`config.mk`:
```
export PLATFORM = sky130hd
export DESIGN_NAME = caliptra_tlul_rsp_intg_monitor
export DESIGN_NICKNAME = d
export VERILOG_FILES = /design/src/rtl/caliptra_tlul_rsp_intg_monitor.sv
export SDC_FILE = /design/constraint.sdc
export NUM_CORES = 1
export LEC_CHECK = 0
export CAP_MARGIN = 5
export CORE_ASPECT_RATIO = 0.6
export CORE_MARGIN = 4
export CORE_UTILIZATION = 36
export DETAILED_ROUTE_END_ITERATION = 10
export PLACE_DENSITY = 0.89
export SLEW_MARGIN = 20
export SYNTH_ARGS = -nofsm -noshare
export SYNTH_HDL_FRONTEND = slang
export SYNTH_SLANG_ARGS = --single-unit
```
`constraint.sdc`:
```
create_clock -name clk_i -period 5.9 [get_ports clk_i]
set_clock_uncertainty 0.2 [all_clocks]
set_input_delay 1.77 -clock clk_i [delete_from_list [all_inputs] [get_ports clk_i]]
set_output_delay 1.77 -clock clk_i [all_outputs]
set_load 0.005 [all_outputs]
```
`src/rtl/caliptra_tlul_rsp_intg_monitor.sv`:
```
// -----------------------------------------------------------------------------
// caliptra_tlul_rsp_intg_monitor
//
// Purpose:
//   This module watches NumCh TL-UL D-channels in parallel and checks the
//   response integrity of each one. Every channel gets a SECDED check of the
//   response header against d_user.rsp_intg. When enabled, d_data is also
//   checked against d_user.data_intg. For each channel the monitor keeps a
//   saturating error counter and a sticky flag. It also records the first
//   channel that raised an error. A small state machine (OK / ERR / ALERT)
//   drives a registered threshold alert. All recorded state is cleared by the
//   host through clr_i.
//
// Handshake semantics:
//   A D-channel beat is accepted in a cycle where tl_i[i].d_valid and
//   d_ready_i[i] are both high. err_o flags a bad beat as soon as it is
//   valid, whatever d_ready_i is. Counters, sticky flags, the first-error
//   capture and the state machine change only on accepted bad beats. A bad
//   beat that stalls for several cycles is therefore counted once.
//
// Ports:
//   clk_i            clock
//   rst_ni           synchronous active-low reset
//   tl_i[NumCh]      monitored D-channels
//   d_ready_i        host d_ready per channel
//   clr_i            clears counters, sticky flags, first-error capture, alert
//   err_o            combinational per-channel integrity error (unlatched)
//   err_sticky_o     per-channel sticky error flag
//   err_cnt_o        packed counters, channel i at [i*CntW +: CntW]
//   first_err_vld_o  first_err_ch_o holds a valid capture
//   first_err_ch_o   index of the first erroring channel since reset/clear
//   state_o          FSM state: 0 OK, 1 ERR, 2 ALERT
//   alert_o          registered threshold alert
//
// Integrity code:
//   Both integrity fields use a 7-bit extended Hamming code. Bits [5:0] are
//   the XOR of the code positions of all set payload bits. The payload bits
//   occupy code positions 1, 2, 3, ... in order, skipping powers of two.
//   Bit [6] makes the overall parity of payload plus all check bits even.
//   The response payload is the 18-bit header
//   {d_opcode, d_param, d_size, d_source, d_sink, d_error}, zero-extended to
//   57 bits. The data payload is d_data, zero-extended to 57 bits.
// -----------------------------------------------------------------------------

package caliptra_tlul_rsp_intg_monitor_pkg;

    typedef struct packed {
        logic [6:0] rsp_intg;
        logic [6:0] data_intg;
    } tl_d_user_t;

    typedef struct packed {
        logic        d_valid;
        logic [2:0]  d_opcode;
        logic [2:0]  d_param;
        logic [1:0]  d_size;
        logic [7:0]  d_source;
        logic        d_sink;
        logic [31:0] d_data;
        tl_d_user_t  d_user;
        logic        d_error;
        logic        a_ready;
    } tl_d2h_t;

    // Response header covered by rsp_intg, zero-extended to the 57-bit payload.
    function automatic logic [56:0] rsp_payload(input tl_d2h_t d);
        return {39'b0, d.d_opcode, d.d_param, d.d_size, d.d_source, d.d_sink, d.d_error};
    endfunction

    // Check bits for a 57-bit payload. Payload bit k sits at the k-th code
    // position that is not a power of two.
    function automatic logic [6:0] secded_chk(input logic [56:0] data);
        logic [5:0] syn;
        int         k;
        syn = '0;
        k   = 0;
        for (int p = 1; p < 64; p++) begin
            if ((p & (p - 1)) != 0) begin
                if (data[6'(k)]) begin
                    syn = syn ^ 6'(p);
                end
                k++;
            end
        end
        return {(^data) ^ (^syn), syn};
    endfunction

    // Returns {double_err, single_err}. A single-bit error flips the overall
    // parity. Any nonzero syndrome with even parity is an uncorrectable error.
    function automatic logic [1:0] secded_dec(input logic [56:0] data, input logic [6:0] chk);
        logic [5:0] syn;
        logic       par;
        syn = secded_chk(data)[5:0] ^ chk[5:0];
        par = (^data) ^ (^chk);
        return {(syn != '0) & ~par, par};
    endfunction

endpackage

module caliptra_tlul_rsp_intg_monitor
    import caliptra_tlul_rsp_intg_monitor_pkg::*;
#(
    parameter int NumCh                  = 2,
    parameter bit EnableRspDataIntgCheck = 1'b0,
    parameter int CntW                   = 8,
    parameter int ErrThresh              = 1,
    parameter int ChW                    = (NumCh > 1) ? $clog2(NumCh) : 1
) (
    input  logic                  clk_i,
    input  logic                  rst_ni,
    input  tl_d2h_t               tl_i [NumCh],
    input  logic [NumCh-1:0]      d_ready_i,
    input  logic                  clr_i,
    output logic [NumCh-1:0]      err_o,
    output logic [NumCh-1:0]      err_sticky_o,
    output logic [NumCh*CntW-1:0] err_cnt_o,
    output logic                  first_err_vld_o,
    output logic [ChW-1:0]        first_err_ch_o,
    output logic [1:0]            state_o,
    output logic                  alert_o
);

    localparam logic [1:0] StOk    = 2'd0;
    localparam logic [1:0] StErr   = 2'd1;
    localparam logic [1:0] StAlert = 2'd2;

    localparam logic [CntW-1:0] CntMax = '1;
    localparam logic [CntW-1:0] Thresh = CntW'(ErrThresh);

    // -------------------------------------------------------------------------
    // Per-channel detection
    // -------------------------------------------------------------------------
    logic [NumCh-1:0][1:0] secded_err;
    logic [NumCh-1:0]      data_err;
    logic [NumCh-1:0]      chk;
    logic [NumCh-1:0]      ev;
    logic [NumCh-1:0]      unused_bits;

    always_comb begin
        for (int i = 0; i < NumCh; i++) begin
            secded_err[i] = secded_dec(rsp_payload(tl_i[i]), tl_i[i].d_user.rsp_intg);
            if (EnableRspDataIntgCheck) begin
                data_err[i] = |secded_dec({25'b0, tl_i[i].d_data}, tl_i[i].d_user.data_intg);
            end else begin
                data_err[i] = 1'b0;
            end
            chk[i] = tl_i[i].d_valid & ((|secded_err[i]) | data_err[i]);
            ev[i]  = chk[i] & d_ready_i[i];
            // Fields this monitor does not inspect (data fields too, when the
            // data check is disabled).
            unused_bits[i] = tl_i[i].a_ready ^ (^tl_i[i].d_data) ^ (^tl_i[i].d_user.data_intg);
        end
    end

    // -------------------------------------------------------------------------
    // Registered state
    // -------------------------------------------------------------------------
    logic [NumCh-1:0][CntW-1:0] cnt_q, cnt_d;
    logic [NumCh-1:0]           sticky_q, sticky_d;
    logic                       fvld_q, fvld_d;
    logic [ChW-1:0]             fch_q, fch_d;
    logic [ChW-1:0]             ev_low;
    logic [1:0]                 state_q, state_d;
    logic                       alert_q;
    logic                       any_over;

    // When clear and an event happen in the same cycle, the event is applied
    // on top of the cleared value. The channel ends up with count 1 and its
    // sticky flag set.
    always_comb begin
        any_over = 1'b0;
        for (int i = 0; i < NumCh; i++) begin
            cnt_d[i] = clr_i ? '0 : cnt_q[i];
            if (ev[i] && (cnt_d[i] != CntMax)) begin
                cnt_d[i] = cnt_d[i] + CntW'(1);
            end
            sticky_d[i] = ev[i] | (sticky_q[i] & ~clr_i);
            if (cnt_d[i] >= Thresh) begin
                any_over = 1'b1;
            end
        end
    end

    // Lowest-index event wins the first-error capture.
    always_comb begin
        ev_low = '0;
        for (int i = NumCh - 1; i >= 0; i--) begin
            if (ev[i]) begin
                ev_low = ChW'(i);
            end
        end
    end

    // Clear empties the capture, so an event in the clearing cycle reloads it.
    always_comb begin
        fvld_d = fvld_q & ~clr_i;
        fch_d  = clr_i ? '0 : fch_q;
        if (!fvld_d && (|ev)) begin
            fvld_d = 1'b1;
            fch_d  = ev_low;
        end
    end

    // The FSM uses next-cycle counter and sticky values. The alert therefore
    // rises together with the counter that crosses the threshold.
    always_comb begin
        if (any_over) begin
            state_d = StAlert;
        end else if ((state_q == StAlert) && !clr_i) begin
            state_d = StAlert;
        end else if (|sticky_d) begin
            state_d = StErr;
        end else begin
            state_d = StOk;
        end
    end

    always_ff @(posedge clk_i) begin
        if (!rst_ni) begin
            cnt_q    <= '0;
            sticky_q <= '0;
            fvld_q   <= 1'b0;
            fch_q    <= '0;
            state_q  <= StOk;
            alert_q  <= 1'b0;
        end else begin
            cnt_q    <= cnt_d;
            sticky_q <= sticky_d;
            fvld_q   <= fvld_d;
            fch_q    <= fch_d;
            state_q  <= state_d;
            alert_q  <= (state_d == StAlert);
        end
    end

    // -------------------------------------------------------------------------
    // Outputs
    // -------------------------------------------------------------------------
    assign err_o           = chk;
    assign err_sticky_o    = sticky_q;
    assign err_cnt_o       = cnt_q;
    assign first_err_vld_o = fvld_q;
    assign first_err_ch_o  = fch_q;
    assign state_o         = state_q;
    assign alert_o         = alert_q;

    // Parameter sanity: the channel count and threshold must be in range.
    param_check : assert property (@(posedge clk_i)
        (NumCh >= 1) && (NumCh <= 16) && (ErrThresh >= 1) && (ErrThresh < (1 << CntW)));

endmodule

```
Word-level counts from Yosys, hierarchy flattened
Index checks and enable logic that the tools add are counted.
{"block": "op_classes", "n_addsub": 2, "magnitude_cmp": 2, "n_eq_ne": 4, "muxes": 50, "bitwise": 52, "reduce_logical": 17}
{"op": "57-bit parity", "n": 2}
{"op": "5-bit two-way mux", "n": 14}
{"op": "4-bit two-way mux", "n": 14}
{"op": "3-bit NOT", "n": 14}
{"op": "8-bit two-way mux", "n": 4}
{"op": "2-bit NOT", "n": 10}
{"op": "3-bit two-way mux", "n": 6}
{"op": "8-bit by 1-bit adder with 8-bit output, second input constant", "n": 2}
{"op": "8-bit by 1-bit greater-or-equal comparator with 1-bit output, second input constant", "n": 2}
{"op": "8-bit != test, second input constant", "n": 2}
{"op": "4-bit NOT", "n": 4}
{"op": "7-bit parity", "n": 2}
{"op": "1-bit NOT with 2-bit output", "n": 6}
{"op": "6-bit nonzero test", "n": 2}
{"op": "5-bit by 6-bit XOR with 6-bit output", "n": 2}
{"op": "1-bit bitwise AND", "n": 9}
{"op": "1-bit two-way mux", "n": 8}
{"op": "2-bit two-way mux", "n": 4}
{"op": "2-bit OR reduction", "n": 4}
{"op": "2-bit == test, second input constant", "n": 2}
{"op": "1-bit logical AND", "n": 4}
{"op": "1-bit NOT", "n": 3}
{"op": "1-bit logical NOT", "n": 2}
{"op": "1-bit OR", "n": 2}
{"op": "2 further kinds", "n": 3}
{"block": "word_totals", "reg_bits": 23, "inputBits": 137, "output_inout_bits": 25, "wordCells": 134}

Depth between registers and ports, before layout
Gate-level depths: netlist (run 1).
{"block": "depth", "word_depth": 48, "depth_mapped": 12, "ltp_nobuf": 11}

Worst setup path before layout (run 1)
No wires, ideal clock.
{"block": "synth_path", "path_type": "input to output", "startpoint": "input tl_i[57] (netlist bit)", "endpoint": "output err_o[1]", "arrival_time_ns": 3.639, "required_time_ns": 3.930, "slack_ns": 0.291, "cell_stages": 6, "path_buffers": 0, "cell_sequence": "xor2_1 -> xnor3_1 -> xnor2_1 -> or4b_1 -> or3_1 -> and2_1"}
{"block": "synth_between", "elab_chain_cells": 17, "word_cells_on_any_way": 23, "classes_between": "8 x mux; 12 x bitwise; 3 x reduce/logical"}
{"item": "start, declared", "line": "111", "text": "input tl_d2h_t tl_i [NumCh],"}
{"item": "4-bit two-way mux", "line": "79", "text": "if (data[6'(k)]) begin"}
{"item": "1-bit NOT with 2-bit output (no line) / 5-bit two-way mux (equally long branches)"}
{"item": "5-bit two-way mux / 2-bit NOT (equally long branches)"}
{"item": "5-bit two-way mux", "line": "79"}
{"item": "3-bit NOT (no line) / 2-bit NOT (equally long branches)"}
{"item": "5-bit two-way mux", "line": "79"}
{"item": "5-bit two-way mux / 3-bit NOT (equally long branches)"}
{"item": "3-bit NOT (no line) / 5-bit two-way mux (equally long branches)"}
{"item": "5-bit two-way mux / 3-bit NOT (equally long branches)"}
{"item": "5-bit two-way mux", "line": "79"}
{"item": "4-bit NOT (no line)"}
{"item": "5-bit two-way mux", "line": "79"}
{"item": "5-bit by 6-bit XOR with 6-bit output", "line": "93", "text": "syn = secded_chk(data)[5:0] ^ chk[5:0];"}
{"item": "6-bit nonzero test", "line": "95", "text": "return {(syn != '0) & ~par, par};"}
{"item": "1-bit bitwise AND", "line": "95"}
{"item": "2-bit OR reduction (*)", "line": "147", "text": "chk[i] = tl_i[i].d_valid & ((|secded_err[i]) | data_err[i]);"}
{"item": "1-bit bitwise AND (*)", "line": "147"}
{"item": "end, declared", "line": "114", "text": "output logic [NumCh-1:0] err_o,"}
Mark *: on every way between the ends. The rest lies on a longest branch, timed or not.

Worst setup path in the final report (run 1)
{"block": "layout_path", "startpoint": "input tl_i[62] (netlist bit)", "endpoint": "output err_o[1]"}
{"block": "layout_between", "elab_chain_cells": 10, "word_cells_on_any_way": 13, "classes_between": "3 x mux; 7 x bitwise; 3 x reduce/logical"}
{"item": "5-bit two-way mux", "line": "79"}
{"item": "3-bit NOT (no line)"}
{"item": "5-bit two-way mux", "line": "79"}
{"item": "4-bit NOT (no line)"}
{"item": "5-bit two-way mux", "line": "79"}
{"item": "5-bit by 6-bit XOR with 6-bit output", "line": "93"}
{"item": "6-bit nonzero test", "line": "95"}
{"item": "1-bit bitwise AND", "line": "95"}
{"item": "2-bit OR reduction (*)", "line": "147"}
{"item": "1-bit bitwise AND (*)", "line": "147"}
Marked as above.

==> results of run 1 <==
per-stage QoR:
stage          hold slack (ns)  total power, mW
6_report                0.3293           0.6836
5_1_grt                 0.3721           0.7192
4_1_cts                 0.3283           0.6427
2_1_floorplan           0.2952           0.3708
3_5_place_dp            0.3164           0.5204
3_3_place_gp            0.2992           0.5102
cell families after synthesis:
family | after synthesis | share of synthesized area, %
AO/OA/AOI/OAI | 33 | 10.23
flip-flops | 23 | 19.92
AND/OR/NAND/NOR | 101 | 23.39
multiplexers | 2 | 0.9204
adder cells (fa/ha/maj) | 2 | 1.083
XOR/XNOR | 86 | 42.45
buffers and inverters | 10 | 2.003
cell usage after synthesis (all sizes together), types with 4 or more instances:
cell and instances:
xnor2 54, dfxtp 23, nor2 21, nand2 17, xor2 17, nor2b 13, and2 12, xnor3 11
nand3 9, and3 8, a21oi 6, a21boi 5, clkbuf 4, inv 4, nand4 4, nor3 4
o21a 4, o21ai 4, or3 4, xor3 4
registers in the layout (all words and copies together), names as in the netlist:
| register | cells |
|---|---|
| alert_o | 1 |
| err_cnt_o | 16 |
| err_sticky_o | 2 |
| first_err_ch_o | 1 |
| first_err_vld_o | 1 |
| state_o | 2 |
area by class of cell:
cell class                      instances  area share, %
Tap cell                               84          2.739
Timing Repair Buffer                  129          29.41
Clock buffer                            4          1.174
Sequential cell                        23          12.00
Inverter                                4         0.3913
Multi-Input combinational cell        224          54.29
layer usage:
metal	share of wire [%]	wire, µm	up-vias
li1	-	-	1141
met1	46	3432	1111
met2	50	3715	58
met3	3.9	293	6
met4	0.52	39	0
met5	0	0	-
final timing paths:
kind | end | slack [ns]
min reg2reg | err_sticky_o[1] | 0.33
max reg2reg | alert_o | 2.72
max | err_o[1] | 0.05
min | err_sticky_o[1] | 0.33
layout by cell type (no fill, tap or decap), types with 2 or more instances in the layout:
cell type                         instances
sky130_fd_sc_hd__or3_1                    3
sky130_fd_sc_hd__xnor3_2                  2
sky130_fd_sc_hd__buf_4                   48
sky130_fd_sc_hd__dlymetal6s2s_1           5
sky130_fd_sc_hd__clkdlybuf4s50_1         56
sky130_fd_sc_hd__o21ai_0                  4
sky130_fd_sc_hd__nor2b_1                 13
sky130_fd_sc_hd__a32oi_1                  2
sky130_fd_sc_hd__nand2_1                 17
sky130_fd_sc_hd__nand3_1                  9
sky130_fd_sc_hd__nor2_1                  20
sky130_fd_sc_hd__nor3_1                   3
sky130_fd_sc_hd__xnor2_2                 25
sky130_fd_sc_hd__clkdlybuf4s15_2          2
sky130_fd_sc_hd__xnor2_1                 28
sky130_fd_sc_hd__a21boi_0                 5
sky130_fd_sc_hd__xor2_2                   4
sky130_fd_sc_hd__nand4_1                  4
sky130_fd_sc_hd__o22ai_1                  2
sky130_fd_sc_hd__o21a_1                   4
sky130_fd_sc_hd__xor2_1                  12
sky130_fd_sc_hd__nand3b_1                 2
sky130_fd_sc_hd__ha_1                     2
sky130_fd_sc_hd__clkbuf_2                 7
sky130_fd_sc_hd__xor3_1                   3
sky130_fd_sc_hd__dlygate4sd2_1            3
sky130_fd_sc_hd__a21oi_1                  6
sky130_fd_sc_hd__buf_2                    4
sky130_fd_sc_hd__xnor3_1                  9
sky130_fd_sc_hd__inv_1                    4
sky130_fd_sc_hd__and3_1                   7
sky130_fd_sc_hd__clkbuf_8                 3
sky130_fd_sc_hd__and2_1                  11
sky130_fd_sc_hd__dfxtp_1                 23
sky130_fd_sc_hd__clkdlybuf4s15_1          3
power groups by stage:
stage               clock [mW]  combinational (mW)  sequential (mW)
finish                  0.0949               0.425            0.163
global route             0.104               0.451            0.164
CTS                     0.0982               0.381            0.163
detailed placement           0               0.353            0.167
global placement             0               0.343            0.167
floorplan                    0               0.204            0.167
worst max-delay path, delay by kind of cell:
family / cells / cell delay (ns)
XOR/XNOR: 3 / 0.83
AND/OR/NAND/NOR: 3 / 1.02
buffers and inverters: 2 / 0.26
what timing repair did:
action	4_1_cts	5_1_grt
buffers inserted	1	2
setup endpoints to repair	2	2
resized for setup	58	47
pin swaps	21	34
==> impl_metrics.prom, run 1 <==
# TYPE chip_impl_metric gauge
chip_impl_info{name="status",value="completed"} 1
chip_impl_metric{name="clock_tree.buffer_depth",unit=""} 2
chip_impl_info{name="worst_setup_end_kind",value="output port"} 1
chip_impl_metric{name="power.share.switching",unit="%"} 31.17
chip_impl_metric{name="number_of_optimization_iterations_in_the_first_detailed_route_pass",unit=""} 4
chip_impl_metric{name="grt.total_usage",unit="%"} 17.88
chip_impl_metric{name="arrival",unit="ns"} 3.88
chip_impl_metric{name="placement.cell_area",unit="µm²"} 3533
chip_impl_metric{name="pwr-share-clk",unit="%"} 13.9
chip_impl_metric{name="ys_seq_elements",unit=""} 23
chip_impl_metric{name="multi_input_area",unit="µm²"} 2083
chip_impl_metric{name="fin_setup_tns",unit="ns"} 0
chip_impl_metric{name="count_of_antenna_diodes_in_the_layout",unit=""} 0
chip_impl_metric{name="clock_sinks",unit=""} 23
chip_impl_metric{name="finalHoldViolations",unit=""} 0
chip_impl_metric{name="ctsHoldBuffers",unit=""} 0
chip_impl_metric{name="route.detailed.drc",unit=""} 0
chip_impl_metric{name="stdcell_area",unit="µm²"} 3837
chip_impl_metric{name="finalSetupViolations",unit=""} 0
chip_impl_metric{name="grt_util_met3",unit="%"} 2.684
chip_impl_metric{name="grt_pass1_vias",unit=""} 2381
chip_impl_metric{name="min_period",unit="ns"} 5.853
chip_impl_metric{name="synthArstFlopShare",unit="%"} 0
chip_impl_info{name="timing.critical_path.mode_cell",value="sky130_fd_sc_hd__xnor2_2"} 1
chip_impl_metric{name="drt-initial-drc-count",unit=""} 130
chip_impl_metric{name="layout.nets",unit=""} 524
chip_impl_info{name="timing.critical_path.from",value="tl_i[62]"} 1
chip_impl_info{name="regToRegStartpoint",value="err_cnt_o[0]"} 1
chip_impl_metric{name="mappedNetlistArea",unit="µm²"} 2311
chip_impl_info{name="synthFlopType",value="sky130_fd_sc_hd__dfxtp_1"} 1
chip_impl_metric{name="wl_per_cell",unit="µm"} 15.99
chip_impl_info{name="grt_busiest_layer",value="met2"} 1
chip_impl_metric{name="synth_top_area_share",unit="%"} 19.92
chip_impl_metric{name="grt_first_pass_wirelength",unit="µm"} 11560
chip_impl_metric{name="numCtsBuffers",unit=""} 3
chip_impl_metric{name="route.vias.total",unit=""} 2316
chip_impl_metric{name="static-leakage-power",unit="nW"} 1.681
chip_impl_info{name="timing.critical_path.from_type",value="input port"} 1
chip_impl_metric{name="use_met1",unit="%"} 25.01
chip_impl_metric{name="instances_no_fill",unit=""} 468
chip_impl_metric{name="slew_viol_final",unit=""} 0
chip_impl_info{name="timing.hold.worst.class",value="flop to flop"} 1
chip_impl_info{name="synth_top_cells_by_area",value="sky130_fd_sc_hd__dfxtp_1, sky130_fd_sc_hd__xnor2_1, sky130_fd_sc_hd__xnor3_1"} 1
chip_impl_metric{name="layout.filler_cells",unit=""} 514
chip_impl_metric{name="grt_antenna_before_repair",unit=""} 0
chip_impl_metric{name="slew-limit-headroom",unit="%"} 57.93
chip_impl_metric{name="vias_per_cell",unit=""} 4.949
chip_impl_metric{name="comb_power_share",unit="%"} 62.2
chip_impl_metric{name="floorplan.core_area",unit="µm²"} 6166
chip_impl_metric{name="floorplan.die.height",unit="µm"} 70.06
chip_impl_metric{name="pre_cts_slack",unit="ns"} -0.6813
chip_impl_metric{name="share_of_cells_above_drive_strength_1",unit="%"} 28.65
chip_impl_metric{name="avgSynthCellArea",unit="µm²"} 8.992
chip_impl_info{name="critical_path_class",value="input port to output port"} 1
chip_impl_metric{name="worst_skew_pair.late_latency",unit="ns"} 0.26
chip_impl_metric{name="ant_nets",unit=""} 0
chip_impl_metric{name="overflow",unit=""} 0
chip_impl_metric{name="yosysUniqueCellTypes",unit=""} 48
chip_impl_metric{name="die_outline_area",unit="µm²"} 7807
chip_impl_metric{name="syn-num-nets",unit=""} 396
chip_impl_info{name="tritoncts",value="yes"} 1
chip_impl_metric{name="layout_worst_path_cycle_share",unit="%"} 99.21
chip_impl_metric{name="drt_total_wl",unit="µm"} 7481
chip_impl_metric{name="ys_seq_area_share",unit="%"} 19.92
chip_impl_metric{name="syn_to_final_growth",unit="%"} 66.05
chip_impl_metric{name="die-width",unit="µm"} 111.4
chip_impl_metric{name="synth_enable_flop_cells",unit=""} 0
chip_impl_metric{name="worst_slew_pin_slew",unit="ns"} 0.6290
chip_impl_metric{name="netSwitchingPower",unit="mW"} 0.2131
chip_impl_info{name="clockRootBuffer",value="sky130_fd_sc_hd__clkbuf_8"} 1
chip_impl_metric{name="final_setup_margin",unit="ns"} 0.04666
chip_impl_metric{name="ff_latch_area",unit="µm²"} 460.4
chip_impl_metric{name="timing.reg2reg.worst_path_depth",unit=""} 11
chip_impl_metric{name="grt_start_max_net_pins",unit=""} 21
chip_impl_metric{name="effective_utilization_at_floorplan",unit="%"} 37.48
chip_impl_metric{name="buffers_on_ports",unit=""} 81
chip_impl_info{name="synth_top_area_cell",value="sky130_fd_sc_hd__dfxtp_1"} 1
chip_impl_metric{name="intPower",unit="mW"} 0.4705
chip_impl_metric{name="grt.met2_usage",unit="%"} 30.46
chip_impl_metric{name="htreeDepth",unit=""} 1
chip_impl_metric{name="cell_row_count",unit=""} 22
chip_impl_metric{name="power.sequential.fraction",unit="%"} 23.9
chip_impl_metric{name="final_util",unit="%"} 62.24
chip_impl_metric{name="synthesis.instances",unit=""} 257
chip_impl_metric{name="place.detailed.instances",unit=""} 461
chip_impl_metric{name="worstPathMaxFanout",unit=""} 2
chip_impl_metric{name="power_per_cell_area",unit="nW/µm²"} 178.1
chip_impl_info{name="cp_slowest_cell",value="sky130_fd_sc_hd__xor3_2"} 1
chip_impl_metric{name="final_hpwl_dp",unit="µm"} 5760
chip_impl_metric{name="clock.fmax",unit="MHz"} 170.8
chip_impl_metric{name="timing.critical_path.required",unit="ns"} 3.93
chip_impl_metric{name="clk_pin_slew",unit="ns"} 0.07
chip_impl_metric{name="cap_violations",unit=""} 0
chip_impl_metric{name="cell_depth_of_the_worst_min_delay_path",unit=""} 2
chip_impl_metric{name="ys_warn_count",unit=""} 0
chip_impl_info{name="cp_cell_sequence",value="buf_4 -> xnor2_2 -> xor3_2 -> xnor2_2 -> or4b_4 -> or3_4 -> and2_4 -> buf_2"} 1
chip_impl_metric{name="gp_congestion",unit=""} 0.8441
chip_impl_metric{name="boundaryPins",unit=""} 162
chip_impl_metric{name="maximum_vdd_drop",unit="µV"} 151.8
chip_impl_metric{name="slowest_delay",unit="ns"} 0.50
chip_impl_info{name="hold_path.startpoint",value="err_sticky_o[1]"} 1
Note: power is estimated with default switching activity, not from simulation.
==> run 2, diff against run 1 <==
GPL_ROUTABILITY_DRIVEN = 0   (was default)
==> results of run 2 <==
The final DEF is identical to that of run 1; final timing and power are the same.
